### config.mk
export PLATFORM = sky130hd
export DESIGN_NAME = a_regwrite_arbiter
export DESIGN_NICKNAME = d
export VERILOG_FILES = /design/src/rtl/a_regwrite_arbiter.sv
export SDC_FILE = /design/constraint.sdc
export NUM_CORES = 1
export LEC_CHECK = 0
export CORE_ASPECT_RATIO = 0.6
export CORE_MARGIN = 2
export CORE_UTILIZATION = 30
export DETAILED_ROUTE_END_ITERATION = 12
export SLEW_MARGIN = 15
export SYNTH_ARGS = -nofsm -noshare
export SYNTH_HDL_FRONTEND = slang
export SYNTH_SLANG_ARGS = --single-unit
export TNS_END_PERCENT = 50
### constraint.sdc
create_clock -name CLK -period 4 [get_ports CLK]
set_input_delay 0.6 -clock CLK [delete_from_list [all_inputs] [get_ports CLK]]
set_output_delay 0.6 -clock CLK [all_outputs]
set_load 0.03 [all_outputs]
### src/rtl/a_regwrite_arbiter.sv
// Register-file write-port arbiter: writeback has priority, MDU results bypass or queue,
// a starvation guard drains the queue, and halt is raised only once all writes retire.
module a_regwrite_arbiter #(
  parameter int unsigned DEPTH      = 2,
  parameter int unsigned STARVE_MAX = 4
) (
  input  logic        CLK,
  input  logic        RST,
  input  logic        wb_regwen,
  input  logic [4:0]  wb_rw,
  input  logic [31:0] wb_port_w,
  input  logic        wb_halt,
  input  logic        mdu_issue,
  input  logic [4:0]  mdu_issue_rw,
  input  logic        mdu_valid,
  input  logic [4:0]  mdu_rw,
  input  logic [31:0] mdu_data,
  output logic        mdu_ready,
  output logic        rf_wen,
  output logic [4:0]  rf_wsel,
  output logic [31:0] rf_wdat,
  output logic        wb_stall,
  output logic [31:0] pend_mask,
  output logic        waw_err,
  output logic        halt
);

  localparam int unsigned PW = (DEPTH > 1) ? $clog2(DEPTH) : 1;
  localparam int unsigned OW = PW + 1;
  localparam int unsigned CW = $clog2(STARVE_MAX) + 1;
  localparam logic [OW-1:0] OCC_FULL    = OW'(DEPTH);
  localparam logic [CW-1:0] STARVE_LAST = CW'(STARVE_MAX - 1);

  typedef enum logic [1:0] {
    ST_RUN,
    ST_DRAIN,
    ST_HALTED
  } state_t;

  logic [4:0]    fifo_rw  [DEPTH];
  logic [31:0]   fifo_dat [DEPTH];
  logic [PW-1:0] rd_ptr;
  logic [PW-1:0] wr_ptr;
  logic [OW-1:0] occ;
  logic [CW-1:0] starve_cnt;
  logic [31:0]   pend_next;
  state_t        state;
  state_t        state_next;

  logic empty;
  logic full;
  logic wb_req;
  logic head_grant;
  logic bypass;
  logic mdu_take;
  logic mdu_zero;
  logic enq;
  logic drop;
  logic drained;

  assign empty     = (occ == '0);
  assign full      = (occ == OCC_FULL);
  assign mdu_ready = !full;
  assign wb_stall  = !empty && (starve_cnt == STARVE_LAST);

  // Grants are masked while in reset so the write port stays quiet regardless of inputs.
  assign wb_req     = !RST && wb_regwen && !wb_stall && (wb_rw != '0);
  assign head_grant = !RST && !wb_req && !empty;
  assign mdu_zero   = (mdu_rw == '0);
  assign mdu_take   = mdu_valid && !full;
  assign bypass     = !RST && !wb_req && empty && mdu_valid && !mdu_zero;
  assign enq        = mdu_take && !mdu_zero && !bypass;
  assign drop       = mdu_take && mdu_zero;
  assign drained    = empty && (pend_mask == '0) && !mdu_valid;
  assign halt       = (state == ST_HALTED);

  always_comb begin
    rf_wen  = 1'b0;
    rf_wsel = '0;
    rf_wdat = '0;
    if (wb_req) begin
      rf_wen  = 1'b1;
      rf_wsel = wb_rw;
      rf_wdat = wb_port_w;
    end else if (head_grant) begin
      rf_wen  = 1'b1;
      rf_wsel = fifo_rw[rd_ptr];
      rf_wdat = fifo_dat[rd_ptr];
    end else if (bypass) begin
      rf_wen  = 1'b1;
      rf_wsel = mdu_rw;
      rf_wdat = mdu_data;
    end
  end

  always_ff @(posedge CLK) begin
    if (enq) begin
      fifo_rw[wr_ptr]  <= mdu_rw;
      fifo_dat[wr_ptr] <= mdu_data;
    end
  end

  always_ff @(posedge CLK or posedge RST) begin
    if (RST) begin
      rd_ptr <= '0;
      wr_ptr <= '0;
      occ    <= '0;
    end else begin
      if (enq)        wr_ptr <= wr_ptr + PW'(1);
      if (head_grant) rd_ptr <= rd_ptr + PW'(1);
      case ({enq, head_grant})
        2'b10:   occ <= occ + OW'(1);
        2'b01:   occ <= occ - OW'(1);
        default: occ <= occ;
      endcase
    end
  end

  always_ff @(posedge CLK or posedge RST) begin
    if (RST) begin
      starve_cnt <= '0;
    end else if (empty || head_grant) begin
      starve_cnt <= '0;
    end else if (starve_cnt != STARVE_LAST) begin
      starve_cnt <= starve_cnt + CW'(1);
    end
  end

  // Clears are applied before the issue set so a same-register collision leaves the bit set.
  always_comb begin
    pend_next = pend_mask;
    if (head_grant) pend_next[fifo_rw[rd_ptr]] = 1'b0;
    else if (bypass) pend_next[mdu_rw] = 1'b0;
    if (drop) pend_next[0] = 1'b0;
    if (mdu_issue && (mdu_issue_rw != '0)) pend_next[mdu_issue_rw] = 1'b1;
  end

  always_ff @(posedge CLK or posedge RST) begin
    if (RST) begin
      pend_mask <= '0;
      waw_err   <= 1'b0;
    end else begin
      pend_mask <= pend_next;
      if (wb_req && pend_mask[wb_rw]) waw_err <= 1'b1;
    end
  end

  always_comb begin
    state_next = state;
    case (state)
      ST_RUN: begin
        if (wb_halt && !wb_stall) state_next = drained ? ST_HALTED : ST_DRAIN;
      end
      ST_DRAIN: begin
        if (drained) state_next = ST_HALTED;
      end
      ST_HALTED: state_next = ST_HALTED;
      default:   state_next = ST_RUN;
    endcase
  end

  always_ff @(posedge CLK or posedge RST) begin
    if (RST) state <= ST_RUN;
    else     state <= state_next;
  end

endmodule

=== Word-level counts from Yosys, hierarchy flattened ===
Memories as Yosys holds them, arrays and structs flattened.
Index checks and enable logic that the tools add are counted.
W data, S select, Z words.

* Bitwise logic cells: 5
* Reduce and logical (&&, ||, !) cells: 39
* Multiplexer cells: 30
* Order comparisons: 7
* Add/sub/neg operators: 5
* Equality and inequality tests: 9

{| class="wikitable"
|+ Operator list
! kind !! count
|-
| $mux W32 || 6
|-
| $and A32 B32 Y32 || 2
|-
| $not A32 Y32 || 2
|-
| $logic_not A32 Y1 || 1
|-
| $or A32 B32 Y32 || 1
|-
| $lt A5 B6 Y1 const B || 4
|-
| $logic_and A1 B1 Y1 || 21
|-
| $demux W1 S5 || 3
|-
| $ge A5 B1 Y1 const B || 3
|-
| $mux W5 || 3
|-
| $mux W1 || 10
|-
| $reduce_bool A5 Y1 || 2
|-
| $logic_not A1 Y1 || 8
|-
| $eq A2 B2 Y1 const B || 3
|-
| $mux W2 || 3
|-
| $mux W3 || 2
|-
| $pmux W2 S3 || 1
|-
| $bmux W1 S5 || 1
|-
| $logic_not A5 Y1 || 1
|-
| $eq A2 B1 Y1 const B || 2
|-
| $logic_not A2 Y1 || 2
|-
| $ne A2 B2 Y1 const B || 2
|-
| $pmux W2 S2 || 1
|-
| $reduce_bool A2 Y1 || 2
|-
| other kinds (8) || 9
|}

* Memories kept: 2
* Register bits: 42
* Output and inout port bits: 74
* Bits in writable memories: 74

{| class="wikitable"
|+ Memories
! name !! depth !! width !! rd ports !! clocked after memory_dff !! wr ports !! line !! RTL
|-
| fifo_dat || 2 || 32 || 1 || 0 || 1 || 41 || <nowiki>logic [31:0] fifo_dat [DEPTH];</nowiki>
|-
| fifo_rw || 2 || 5 || 1 || 0 || 1 || 40 || <nowiki>logic [4:0] fifo_rw [DEPTH];</nowiki>
|}

=== Depth between registers and ports, before layout ===
* Word-level depth: 16
* Mapped depth: 11

=== Worst setup path before layout ===
No wires, ideal clock.

* Path kind: in2reg
* Start: input RST
* End: memory fifo_dat[0][0] (enable)
* Slack: 357 ps
* Stages on the path: 4
* Buffers on the path: 0
* Arrival: 3212 ps
* Cells stage by stage: inv_1 a21oi_1 o211ai_1 nor2_1

* Longest elaborated chain between the ends: 13

{| class="wikitable"
|+ Ends and longest elaborated chain
! what !! line !! RTL
|-
| start, declared || 8 || <nowiki>input logic RST,</nowiki>
|-
| $logic_not A1 Y1 (no source line) (*) || -- ||
|-
| $logic_and A1 B1 Y1 (3 in series) || 67 || <nowiki>assign wb_req = !RST && wb_regwen && !wb_stall && (wb_rw != '0);</nowiki>
|-
| $logic_not A1 Y1 || 71 || <nowiki>assign bypass = !RST && !wb_req && empty && mdu_valid && !mdu_zero;</nowiki>
|-
| $logic_and A1 B1 Y1 (*) (4 in series) || 71 ||
|-
| $logic_not A1 Y1 (*) || 72 || <nowiki>assign enq = mdu_take && !mdu_zero && !bypass;</nowiki>
|-
| $logic_and A1 B1 Y1 (*) || 72 ||
|-
| $mux W1 (*) || 97 || <nowiki>if (enq) begin</nowiki>
|-
| $mux W1 (not written as such) (*) || 99 || <nowiki>fifo_dat[wr_ptr] <= mdu_data;</nowiki>
|-
| end, declared || 41 ||
|}

Mark *: on every way between the ends. The rest lies on a longest branch, timed or not.

=== Final worst setup path ===
* Start: input wb_rw[2]
* End: output rf_wdat[2]

* Longest elaborated chain between the ends: 10
* Elaborated cells on any way between the ends: 11
* Those cells by class: mux (3); reduce/logical (8)

{| class="wikitable"
|+ Ends and longest elaborated chain
! what !! line !! RTL
|-
| start, declared || 10 || <nowiki>input logic [4:0] wb_rw,</nowiki>
|-
| $reduce_bool A5 Y1 (*) || 67 ||
|-
| $logic_and A1 B1 Y1 (*) || 67 ||
|-
| $logic_not A1 Y1 || 68, 71 ||
|-
| $logic_and A1 B1 Y1 || 68, 71 ||
|-
| $logic_and A1 B1 Y1 (3 in series) || 71 ||
|-
| $mux W32 || 89 || <nowiki>end else if (bypass) begin</nowiki>
|-
| $mux W32 || 85 || <nowiki>end else if (head_grant) begin</nowiki>
|-
| $mux W32 (*) || 81 || <nowiki>if (wb_req) begin</nowiki>
|-
| end, declared || 21 || <nowiki>output logic [31:0] rf_wdat,</nowiki>
|}

Marked as above.

==> flow_summary.toml <==
[timing]
tightest_slew_ns = 0.7908
drv_slew = 0
min_period_ns = 3.738
slew-limit-headroom = 0.4680
setup_viol = 0
hold_viol_final = 0
rsz0062_at_grt = "false"
finalSetupTns_ns = 0
fin_crit_sh = 0.9345
max_freq_ghz = 0.2675
skew_ns = 0.01145

[logic_synthesis]
async_flop_share = 0.3621
syn_avg_cell_area_um2 = 11.31
synth_edf_count = 74
synth_fa_ha_area_frac = 0.01445
yosys_register_bits = 116
ys.flop_type = "edfxtp_1"
synth-seq-area-share = 0.5400
synth_top_family_by_area = "compound AO/OA/AOI/OAI gates"
synthCells = 536
synth-compound-area-share = 0.1559
synth-simple-area-share = 0.1431
ys_warn_count = 0
synth_mux_area_frac = 0.1063
synth_fp_nets = 628
syn-cell-area_um2 = 6061
synth_xor_area_frac = 0.008671
ys_types = 53

[clock_network]
cts_sinks = 116
post-cts-setup-buffers = 0
htreeDepth = 4
numCtsBuffers = 17
cts_tree = "yes"
clockRootBuffer = "clkbuf_16"
clock_latency_ns = 0.42
clockBufferDepth = 2
cts.repair.resized = 0
clkTransAtPathRegs_ns = 0.06
cts_hold_buf = 0

[hold_path]
holdCritPathClass = "register to register"
worstHoldStart = "waw_err$_DFFE_PP0P_"
min_path_cells = 2
holdPathEnd = "waw_err$_DFFE_PP0P_"

[critical_path]
cp_max_fo = 45
rr_worst_depth = 10
cp-end-kind = "output pin"
crit_type = "input port to output pin"
crit_required_ns = 3.40
arrival_ns = 3.14
timing.rr.end = "fifo_dat[0][6]$_DFFE_PP_"
ff2ff_setup_slack_ns = 1.14
rr_startpoint = "starve_cnt[0]$_DFFE_PP0P_"
start_kind = "input port"

[final_layout]
drive_above_1_share = 0.2089
syn2layout_area_growth_pct = 41.74
nets = 797
diodes = 0
final_core_util = 0.4313

[die]
core-area_um2 = 19920
io_pins = 159
dieArea_um2 = 21390
initial_utilization = 0.3043
dieHeight_um = 114.1
die_w_um = 187.5
rows = 40

[placement]
place.gp.congestion = 0.9154
place_hpwl_mm = 15.10
io_buffers = 158

[grt]
met1_usage = 0.2834
grt_start_max_net_pins = 46
grt_usage = 0.1977
top_usage_layer = "met2"
grt_use_met3 = 0.05670
first_global_vias = 5274
overflow = 0
grt_pass1_wl_mm = 31.68
use_met2 = 0.2880
antenna_found_initial = 0

[power_and_ir_drop]
power_density_nw_per_um2 = 718.3
leakagePower_nw = 3.162
finalPower_mw = 6.171
ir_worst_vdd_mv = 0.3041

[routing]
wirelength_mm = 20.89
num_vias = 5419
drcViolationCount = 0
drt_pass1_iterations = 7
via_per_inst = 5.468
avgRoutedWirePerCell_um = 21.08
drt_iter0_drc = 616
ant_nets = 0

[job]
maxCapViolCount = 0

[run_status]
status = "completed"
critical path, cell delays in order:
cell	delay [ns]
clkdlybuf4s50_1	0.54
or4_4	0.60
o211a_2	0.30
buf_12	0.19
nor2_4	0.13
buf_4	0.30
a221oi_1	0.15
nor2_1	0.11
buf_4	0.17
Yosys cell counts, drive strengths merged (4+ instances only):
cell type / instances / area share
nand3: 6 / 0.0050
nand4: 10 / 0.010
inv: 14 / 0.0087
nor4: 9 / 0.0093
nand3b: 5 / 0.0062
and3: 4 / 0.0041
ha: 7 / 0.014
mux2: 39 / 0.072
nor2: 90 / 0.056
nand2b: 8 / 0.0083
o31ai: 4 / 0.0050
nor3: 6 / 0.0050
dfrtp: 42 / 0.17
nand2: 27 / 0.017
o22ai: 9 / 0.0093
o21ai: 33 / 0.027
mux4: 6 / 0.022
buf: 11 / 0.011
clkbuf: 20 / 0.012
mux2i: 7 / 0.012
o221ai: 22 / 0.032
o32ai: 4 / 0.0058
a221oi: 32 / 0.046
a21oi: 4 / 0.0033
nor2b: 4 / 0.0041
edfxtp: 74 / 0.37
cells by family (layout without fill, tap and decap cells):
logic type,Yosys count,count (layout)
buffers and inverters,45,227
AOI/OAI and AO/OA,127,127
and+or+nand+nor,183,183
adders and majority gates,7,7
xor gates and xnor gates,6,6
DFF,116,116
muxes,52,52
power by group:
part	switching (mW)	internal (mW)
Combinational	1.52	1.15
Sequential	0.381	1.67
Clock	0.577	0.873
registers in the layout (all words and copies together), names as in the netlist:
register,flops
fifo_dat,64
pend_mask,32
fifo_rw,10
starve_cnt,3
occ,2
state,2
rd_ptr,1
waw_err,1
wr_ptr,1
placed cells by master, fill, tap and decap left out, drive strengths merged, types with 4 or more instances in the layout:
cell / instances
edfxtp: 74
nor4: 9
nor2: 90
nand4: 10
clkbuf: 18
a221oi: 32
and3: 4
a21oi: 4
clkinvlp: 5
inv: 16
o22ai: 9
nor3: 6
o31ai: 4
o221ai: 22
buf: 60
clkdlybuf4s50: 121
mux2i: 7
mux4: 6
nand3b: 5
mux2: 39
clkinv: 6
nor2b: 4
nand3: 6
nand2b: 8
o32ai: 4
ha: 7
o21ai: 33
nand2: 27
dfrtp: 42
cell type report:
| class | instances | area, um2 |
|---|---|---|
| clock buffers | 18 | 439.2 |
| flip-flops and latches | 116 | 3274 |
| well taps | 273 | 341.6 |
| fillers | 1916 | 11330 |
| multi-input cells | 375 | 2626 |
| inverters | 14 | 52.55 |
| repair buffers | 181 | 1727 |
| clock inverters | 14 | 130.1 |
metrics by stage:
| stage | std cells | area [um2] | hold WS (ns) | setup WS (ns) |
|---|---|---|---|---|
| floorplan | 536 | 6061 | 0.4681 | 0.3566 |
| global placement | 957 | 7966 | 0.4687 | 0.3528 |
| detailed placement | 958 | 7994 | 0.4824 | 0.2898 |
| CTS | 990 | 8563 | 0.4992 | 0.2906 |
| global route | 991 | 8591 | 0.5443 | 0.1576 |
| finish | 991 | 8591 | 0.4968 | 0.2619 |
how the worst max path moves through the flow:
stage / startpoint / to / slack [ns] / cells past startpoint
final: wb_rw[2] / rf_wdat[2] / 0.26 / 9
after global placement: wb_rw[2] / rf_wdat[2] / 0.35 / 9
after CTS: wb_rw[2] / rf_wdat[2] / 0.29 / 9
after floorplan: RST / fifo_dat[0][0]$_DFFE_PP_ / 0.36 / 4
after detailed placement: wb_rw[2] / rf_wdat[2] / 0.29 / 9
after global routing: wb_rw[2] / rf_wdat[2] / 0.16 / 9
routing by layer:
metal | up-vias | routed length (um) | part of all wire
met4 | 0 | 316 | 0.015
li1 | 2419 | - | -
met5 | - | 0 | 0
met3 | 26 | 1902 | 0.091
met1 | 2666 | 9628 | 0.46
met2 | 308 | 9047 | 0.43
Note: power is estimated with default switching activity, not from simulation.
